==> config.mk <==
export PLATFORM = sky130hd
export DESIGN_NAME = uart_ctrl_fifo
export DESIGN_NICKNAME = d
export VERILOG_FILES = /design/src/rtl/uart_ctrl_fifo.sv
export SDC_FILE = /design/constraint.sdc
export NUM_CORES = 1
export LEC_CHECK = 0
export CAP_MARGIN = 5
export CORE_AREA = 5 5 161 101
export DETAILED_ROUTE_END_ITERATION = 10
export DIE_AREA = 0 0 166 106
export PLACE_DENSITY = 0.71
export SLEW_MARGIN = 20
export SYNTH_ARGS = -nofsm -noshare
export SYNTH_HDL_FRONTEND = slang
export SYNTH_SLANG_ARGS = --single-unit
==> constraint.sdc <==
create_clock -name clk -period 2.48 [get_ports clk]
set_clock_uncertainty 0.15 [all_clocks]
set_input_delay 0.744 -clock clk [delete_from_list [all_inputs] [get_ports clk]]
set_output_delay 0.744 -clock clk [all_outputs]
set_load 0.02 [all_outputs]
==> src/rtl/uart_ctrl_fifo.sv <==
// uart_ctrl_fifo: CPU-facing serial control block.
// Contents: RX FIFO, TX holding register with load/ack handshake,
// modem control (MCR) and modem status (MSR) registers, line status (LSR)
// and a maskable interrupt.
// Optional feature macro: UART_LOOPBACK_EN (MCR bit4 internal loopback).
module uart_ctrl_fifo #(
  parameter int DATA_W      = 8,
  parameter int FIFO_DEPTH  = 16,
  parameter int SYNC_STAGES = 2
) (
  input  logic              clk,
  input  logic              rst_n,
  input  logic              cs_n,
  input  logic              wr_n,
  input  logic              rd_n,
  input  logic [1:0]        addr,
  input  logic [DATA_W-1:0] datain,
  output logic [DATA_W-1:0] dataout,
  output logic              data_en,
  input  logic              cts,
  input  logic              dsr,
  input  logic              dcd,
  input  logic              ri,
  input  logic [DATA_W-1:0] rx_data,
  input  logic              rx_valid,
  output logic [DATA_W-1:0] tx_data,
  output logic              tx_load,
  input  logic              tx_ack,
  output logic              rts,
  output logic              dtr,
  output logic              irq
);

  localparam int AW = $clog2(FIFO_DEPTH);
  localparam int CW = AW + 1;

  // bus strobes
  logic        w_rd_act, w_wr_act, w_wr_stb, w_rd_end;
  logic        r_rd_act_d, r_wr_act_d;
  logic [1:0]  r_rd_addr;

  // registers
  logic [3:0]  r_mcr;          // {msr_ie, rx_ie, rts, dtr}
  logic        w_loop;
  logic [3:0]  r_sync [SYNC_STAGES];
  logic [3:0]  w_modem_raw, w_stat, r_stat_prev, w_delta_ev, r_delta;
  logic [7:0]  w_msr8;
  logic [4:0]  w_lsr, w_mcr_rd;
  logic        r_rx_ovr, r_tx_ovr, r_tx_load, r_lb_push, r_irq;
  logic [DATA_W-1:0] r_thr, w_rdata;

  // fifo
  logic [DATA_W-1:0] r_mem [FIFO_DEPTH];
  logic [AW-1:0] r_wptr, r_rptr;
  logic [CW-1:0] r_count;
  logic        w_empty, w_full, w_push_req, w_push, w_pop, w_rx_ovr_ev;
  logic [DATA_W-1:0] w_push_data;
  logic        w_thr_wr, w_tx_ovr_ev, w_msr_clr, w_lsr_clr;
  logic        w_unused_bits;

  assign w_rd_act = ~cs_n & ~rd_n;
  assign w_wr_act = ~cs_n & ~wr_n;
  assign w_wr_stb = w_wr_act & ~r_wr_act_d;
  assign w_rd_end = ~w_rd_act & r_rd_act_d;

  // Only the low MCR bits are stored; upper write-data bits are don't-care.
  assign w_unused_bits = ^datain;

  // Register strobes for edge detection and remember which register a read targeted.
  always_ff @(posedge clk or negedge rst_n) begin
    if (!rst_n) begin
      r_rd_act_d <= 1'b0;
      r_wr_act_d <= 1'b0;
      r_rd_addr  <= 2'd0;
    end else begin
      r_rd_act_d <= w_rd_act;
      r_wr_act_d <= w_wr_act;
      if (w_rd_act) r_rd_addr <= addr;
    end
  end

  assign w_msr_clr = w_rd_end & (r_rd_addr == 2'd2);
  assign w_lsr_clr = w_rd_end & (r_rd_addr == 2'd3);
  assign w_thr_wr  = w_wr_stb & (addr == 2'd0);

`ifdef UART_LOOPBACK_EN
  logic r_loop;

  // Loop-enable bit of MCR.
  always_ff @(posedge clk or negedge rst_n) begin
    if (!rst_n)                            r_loop <= 1'b0;
    else if (w_wr_stb && (addr == 2'd1))   r_loop <= datain[4];
  end

  assign w_loop = r_loop;
`else
  assign w_loop = 1'b0;
`endif

  // MCR: dtr, rts and the two interrupt enables.
  always_ff @(posedge clk or negedge rst_n) begin
    if (!rst_n)                            r_mcr <= 4'd0;
    else if (w_wr_stb && (addr == 2'd1))   r_mcr <= datain[3:0];
  end

  assign rts = r_mcr[1] & ~w_loop;
  assign dtr = r_mcr[0] & ~w_loop;

  // In loopback the modem status comes from our own rts/dtr; dcd/ri read 0.
  assign w_modem_raw = w_loop ? {2'b00, r_mcr[0], r_mcr[1]} : {dcd, ri, dsr, cts};

  // Synchronise modem status into clk domain and keep last value for change detect.
  always_ff @(posedge clk or negedge rst_n) begin
    if (!rst_n) begin
      for (int i = 0; i < SYNC_STAGES; i++) r_sync[i] <= 4'd0;
      r_stat_prev <= 4'd0;
    end else begin
      r_sync[0] <= w_modem_raw;
      for (int i = 1; i < SYNC_STAGES; i++) r_sync[i] <= r_sync[i-1];
      r_stat_prev <= w_stat;
    end
  end

  assign w_stat = r_sync[SYNC_STAGES-1];
  // {ddcd, teri, ddsr, dcts}; teri only on ri falling
  assign w_delta_ev = {w_stat[3] ^ r_stat_prev[3],
                       r_stat_prev[2] & ~w_stat[2],
                       w_stat[1] ^ r_stat_prev[1],
                       w_stat[0] ^ r_stat_prev[0]};

  // Delta bits: cleared by MSR read, a same-cycle change keeps the bit set.
  always_ff @(posedge clk or negedge rst_n) begin
    if (!rst_n) r_delta <= 4'd0;
    else        r_delta <= (w_msr_clr ? 4'd0 : r_delta) | w_delta_ev;
  end

  assign w_msr8 = {w_stat, r_delta};

  // RX FIFO control
  assign w_empty     = (r_count == '0);
  assign w_full      = (r_count == CW'(FIFO_DEPTH));
  assign w_push_req  = r_lb_push | (rx_valid & ~w_loop);
  assign w_push_data = r_lb_push ? r_thr : rx_data;
  assign w_pop       = w_rd_end & (r_rd_addr == 2'd0) & ~w_empty;
  assign w_push      = w_push_req & (~w_full | w_pop);
  assign w_rx_ovr_ev = w_push_req & w_full & ~w_pop;

  // FIFO storage, no reset needed.
  always_ff @(posedge clk) begin
    if (w_push) r_mem[r_wptr] <= w_push_data;
  end

  // FIFO pointers, occupancy and overrun flag.
  always_ff @(posedge clk or negedge rst_n) begin
    if (!rst_n) begin
      r_wptr   <= '0;
      r_rptr   <= '0;
      r_count  <= '0;
      r_rx_ovr <= 1'b0;
    end else begin
      if (w_push) r_wptr <= r_wptr + 1'b1;
      if (w_pop)  r_rptr <= r_rptr + 1'b1;
      case ({w_push, w_pop})
        2'b10:   r_count <= r_count + 1'b1;
        2'b01:   r_count <= r_count - 1'b1;
        default: r_count <= r_count;
      endcase
      r_rx_ovr <= (w_lsr_clr ? 1'b0 : r_rx_ovr) | w_rx_ovr_ev;
    end
  end

  // An ack in the same cycle as a write frees the THR, so the new byte is taken.
  assign w_tx_ovr_ev = w_thr_wr & ~w_loop & r_tx_load & ~tx_ack;

  // THR, load handshake, loopback push request and tx overrun flag.
  always_ff @(posedge clk or negedge rst_n) begin
    if (!rst_n) begin
      r_thr     <= '0;
      r_tx_load <= 1'b0;
      r_lb_push <= 1'b0;
      r_tx_ovr  <= 1'b0;
    end else begin
      r_lb_push <= w_thr_wr & w_loop;
      if (w_thr_wr && w_loop) begin
        r_thr <= datain;
      end else if (w_thr_wr && (!r_tx_load || tx_ack)) begin
        r_thr     <= datain;
        r_tx_load <= 1'b1;
      end else if (tx_ack) begin
        r_tx_load <= 1'b0;
      end
      r_tx_ovr <= (w_lsr_clr ? 1'b0 : r_tx_ovr) | w_tx_ovr_ev;
    end
  end

  assign tx_data = r_thr;
  assign tx_load = r_tx_load & ~w_loop;

  // Interrupt is registered from current flag state.
  always_ff @(posedge clk or negedge rst_n) begin
    if (!rst_n) r_irq <= 1'b0;
    else        r_irq <= (r_mcr[2] & ~w_empty) | (r_mcr[3] & (|r_delta));
  end

  assign irq = r_irq;

  assign w_lsr    = {r_tx_ovr, r_tx_load, r_rx_ovr, w_full, ~w_empty};
  assign w_mcr_rd = {w_loop, r_mcr};

  // Read mux; bus is driven only while the read strobe is active.
  always_comb begin
    w_rdata = '0;
    case (addr)
      2'd0:    w_rdata = w_empty ? '0 : r_mem[r_rptr];
      2'd1:    w_rdata = DATA_W'(w_mcr_rd);
      2'd2:    w_rdata = w_msr8[DATA_W-1:0];
      default: w_rdata = DATA_W'(w_lsr);
    endcase
    dataout = w_rd_act ? w_rdata : '0;
    data_en = w_rd_act;
  end

endmodule

==> results_dict.tcl <==
set metrics [dict create \
    root_buffer "clkbuf_16" \
    p_leak_nw 3.64 \
    p_clk_share_pct 25.0 \
    crit_fanout 6 \
    gp_congestion 0.954 \
    grt_overflow_total 0 \
    tns_ns -6.55 \
    nets 623 \
    ys_seq_elements 177 \
    worstHoldPathType "flop to flop" \
    max_freq_mhz 300 \
    swShare_pct 32.1 \
    drv_slew 0 \
    synth.distinct_cells 46 \
    dr_wl_met3_um 1150 \
    netlist_area_um2 7160 \
    core_region_area_um2 14800 \
    n_antenna_cell 0 \
    finalNonFillerCells 803 \
    seqPwrFrac_pct 37.6 \
    netlist_instances 431 \
    antenna_found_initial 0 \
    grt_pass1_wl_um 25900 \
    yosys-top-cells-count "edfxtp_1, dfrtp_1, nand2_1, nor2_1, mux4_2" \
    cts_buffer_depth 2 \
    drive_gt1_share_pct 40.2 \
    num_io_pins 50 \
    cts_buffers 17 \
    yosysMostFrequentCell "edfxtp_1" \
    routedWlPerCell_um 21.4 \
    max_stage_delay_ns 0.52 \
    hpwl_um 12000 \
    synth_top_area_cell "edfxtp_1" \
    cts_tree "yes" \
    finalHoldViolCount 0 \
    routed_wirelength_um 17200 \
    grt_max_degree 31 \
    grt_usage_pct 19.7 \
    finalCritPeriodShare_pct 134 \
    wl_met1_um 8180 \
    p_per_area_nw_per_um2 1050 \
    period_needed_ns 3.33 \
    failed_checks "setup timing" \
    die_w_um 166 \
    initial_core_util_pct 48.2 \
    dpl.cell_count 754 \
    path_cells "buf_12 > buf_12 > mux4_2 > a22o_4 > a221oi_2 > buf_4 > o22ai_4 > buf_6" \
    irDropWorstVdd_mv 0.614 \
    clk_pin_slew_ns 0.07 \
    slowest_stage "mux4_2" \
    hold_buffers 0 \
    rsz0062_at_grt "true" \
    synth_top_flop_cell "edfxtp_1" \
    p_int_w 0.00697 \
    min_from "r_sync[5]" \
    seq_area_frac_synth_pct 70.8 \
    final-setup-viol-count 10 \
    first_pass_iters 5 \
    timing.rr.start "r_count[1]" \
    antenna_left 0 \
    dieArea_um2 17600 \
    area_growth_pct 36.0 \
    required_ns 1.59 \
    timing.hold.ws_ns 0.200 \
    start_kind "flop" \
    syn_area_per_cell_um2 16.6 \
    viasPerCell 5.48 \
    path_common_cell "buf_12" \
    cap_violations 0 \
    arrival_ns 2.43 \
    core.rowCount 35 \
    synth_top_area_share_pct 53.7 \
    routed.top_layer "met4" \
    grt_pass1_vias 4578 \
    drc 0 \
    finalWorstSetupSlack_ns -0.848 \
    crit_path_end_kind "output pin" \
    synth_edf_count 128 \
    drtIter0Drc 465 \
    crit_type "flop to output pin" \
    synthesis.nets 467 \
    status "finished, violations left" \
    yosysWarnings 0 \
    p_switching_w 0.00330 \
    crit_start "r_rptr[0]" \
    vias 4397 \
    clock_sinks 177 \
    clkLatencyLatePin_ns 0.43 \
    route.met2.wl_um 7700 \
    die_h_um 106 \
    io_buffers 49 \
    yosys-top-cells-area "edfxtp_1, dfrtp_1, mux4_2" \
    cts-htree-levels 4 \
    synthArstFlopShare_pct 27.7 \
    worstMarginPinSlew_ns 0.719 \
    power_frac_comb_pct 37.4 \
    maxSlewHeadroom_pct 51.4 \
]
-- logic make-up (layout without fill, tap and decap cells) --
kind of cell | count (synthesis) | in the layout | synth area share [%]
buffers and inverters | 23 | 192 | 1.56
muxes | 59 | 59 | 12.8
DFF | 177 | 177 | 70.8
xor gates and xnor gates | 13 | 13 | 1.59
adders and majority gates | 7 | 7 | 1.22
and+or+nand+nor | 98 | 98 | 6.24
AOI/OAI and AO/OA | 54 | 54 | 5.73
-- layer usage --
metal | vias to the layer above | track usage [%]
met3 | 15 | 4.61
met4 | 0 | 4.18
met5 | - | 0
li1 | 1982 | -
met1 | 2271 | 29.7
met2 | 129 | 29.4
-- critical path: cells and delay by family, from the launching register on --
kind            cells  cell delay, ns
flops               1            0.45
buf+inv             4            0.56
compound gates      3            0.49
mux                 1            0.52
-- sequential cells by signal, summed over array words and instances (netlist names), 2 cells and up --
signal / cells
r_rd_addr: 2
r_delta: 4
r_stat_prev: 4
r_mem: 128
r_rptr: 4
tx_data: 8
r_sync: 4
r_wptr: 4
w_stat: 4
r_count: 5
r_mcr: 4
-- cells in the final DEF, fill, tap and decap left out, types with 4 or more instances in the layout --
cell type / instances
clkdlybuf4s50_1: 37
nor3_4: 4
nand2b_1: 4
edfxtp_1: 128
a21oi_1: 4
ha_1: 6
inv_6: 5
nor2b_1: 5
inv_8: 4
mux2_2: 15
dfrtp_1: 48
buf_12: 9
xnor2_1: 8
inv_1: 4
nand2_1: 33
a22o_1: 10
nor2_1: 22
mux4_2: 24
mux2i_1: 15
clkbuf_16: 18
o21ai_0: 6
nand3_1: 5
buf_6: 18
buf_4: 86
o22ai_4: 5
-- power groups by stage --
stage | clock (W) | combinational (W) | sequential, W
after floorplan | 0 | 0.00191 | 0.00384
after CTS | 0.00262 | 0.00348 | 0.00385
after global placement | 0 | 0.00319 | 0.00388
after detailed placement | 0 | 0.00325 | 0.00390
after global routing | 0.00276 | 0.00404 | 0.00389
final | 0.00257 | 0.00384 | 0.00386
-- repair_timing --
action | 4_1_cts | 5_1_grt
gates cloned | 0 | 1
pin swaps | 21 | 19
gates resized for setup | 78 | 31
buffers inserted | 8 | 11
endpoints found under the setup margin | 147 | 107
-- cell type report --
type	instances	area (um2)
Fill cell	995	5110
Sequential cell	177	5070
Multi-Input combinational cell	231	2360
Timing Repair Buffer	155	1460
Clock buffer	19	453
Tap cell	203	254
Clock inverter	13	115
Inverter	5	22.5
-- through the flow --
| stage | worst slack (ns) | util (%) | power (W) | instance area, um2 |
|---|---|---|---|---|
| 2_1_floorplan | -0.0993 | - | 0.00576 | 7420 |
| 3_3_place_gp | -1.13 | 59.2 | 0.00707 | 8780 |
| 3_5_place_dp | -1.20 | 59.2 | 0.00715 | 8780 |
| 4_1_cts | -0.891 | 64.1 | 0.00994 | 9510 |
| 5_1_grt | -0.903 | 65.6 | 0.0107 | 9730 |
| 6_report | -0.848 | 65.6 | 0.0103 | 9730 |
-- final timing paths --
path                                  end  slack, ns  depth (start not counted)
max in group asynchronous  r_stat_prev[2]       1.40                          2
max reg2reg                    r_count[4]      -0.08                         10
min                             w_stat[1]       0.20                          0
min in group asynchronous      r_count[3]       0.22                          1
min reg2reg                     w_stat[1]       0.20                          0
max                            dataout[6]      -0.85                          8
No activity file was read; power rests on OpenSTA's default activity.
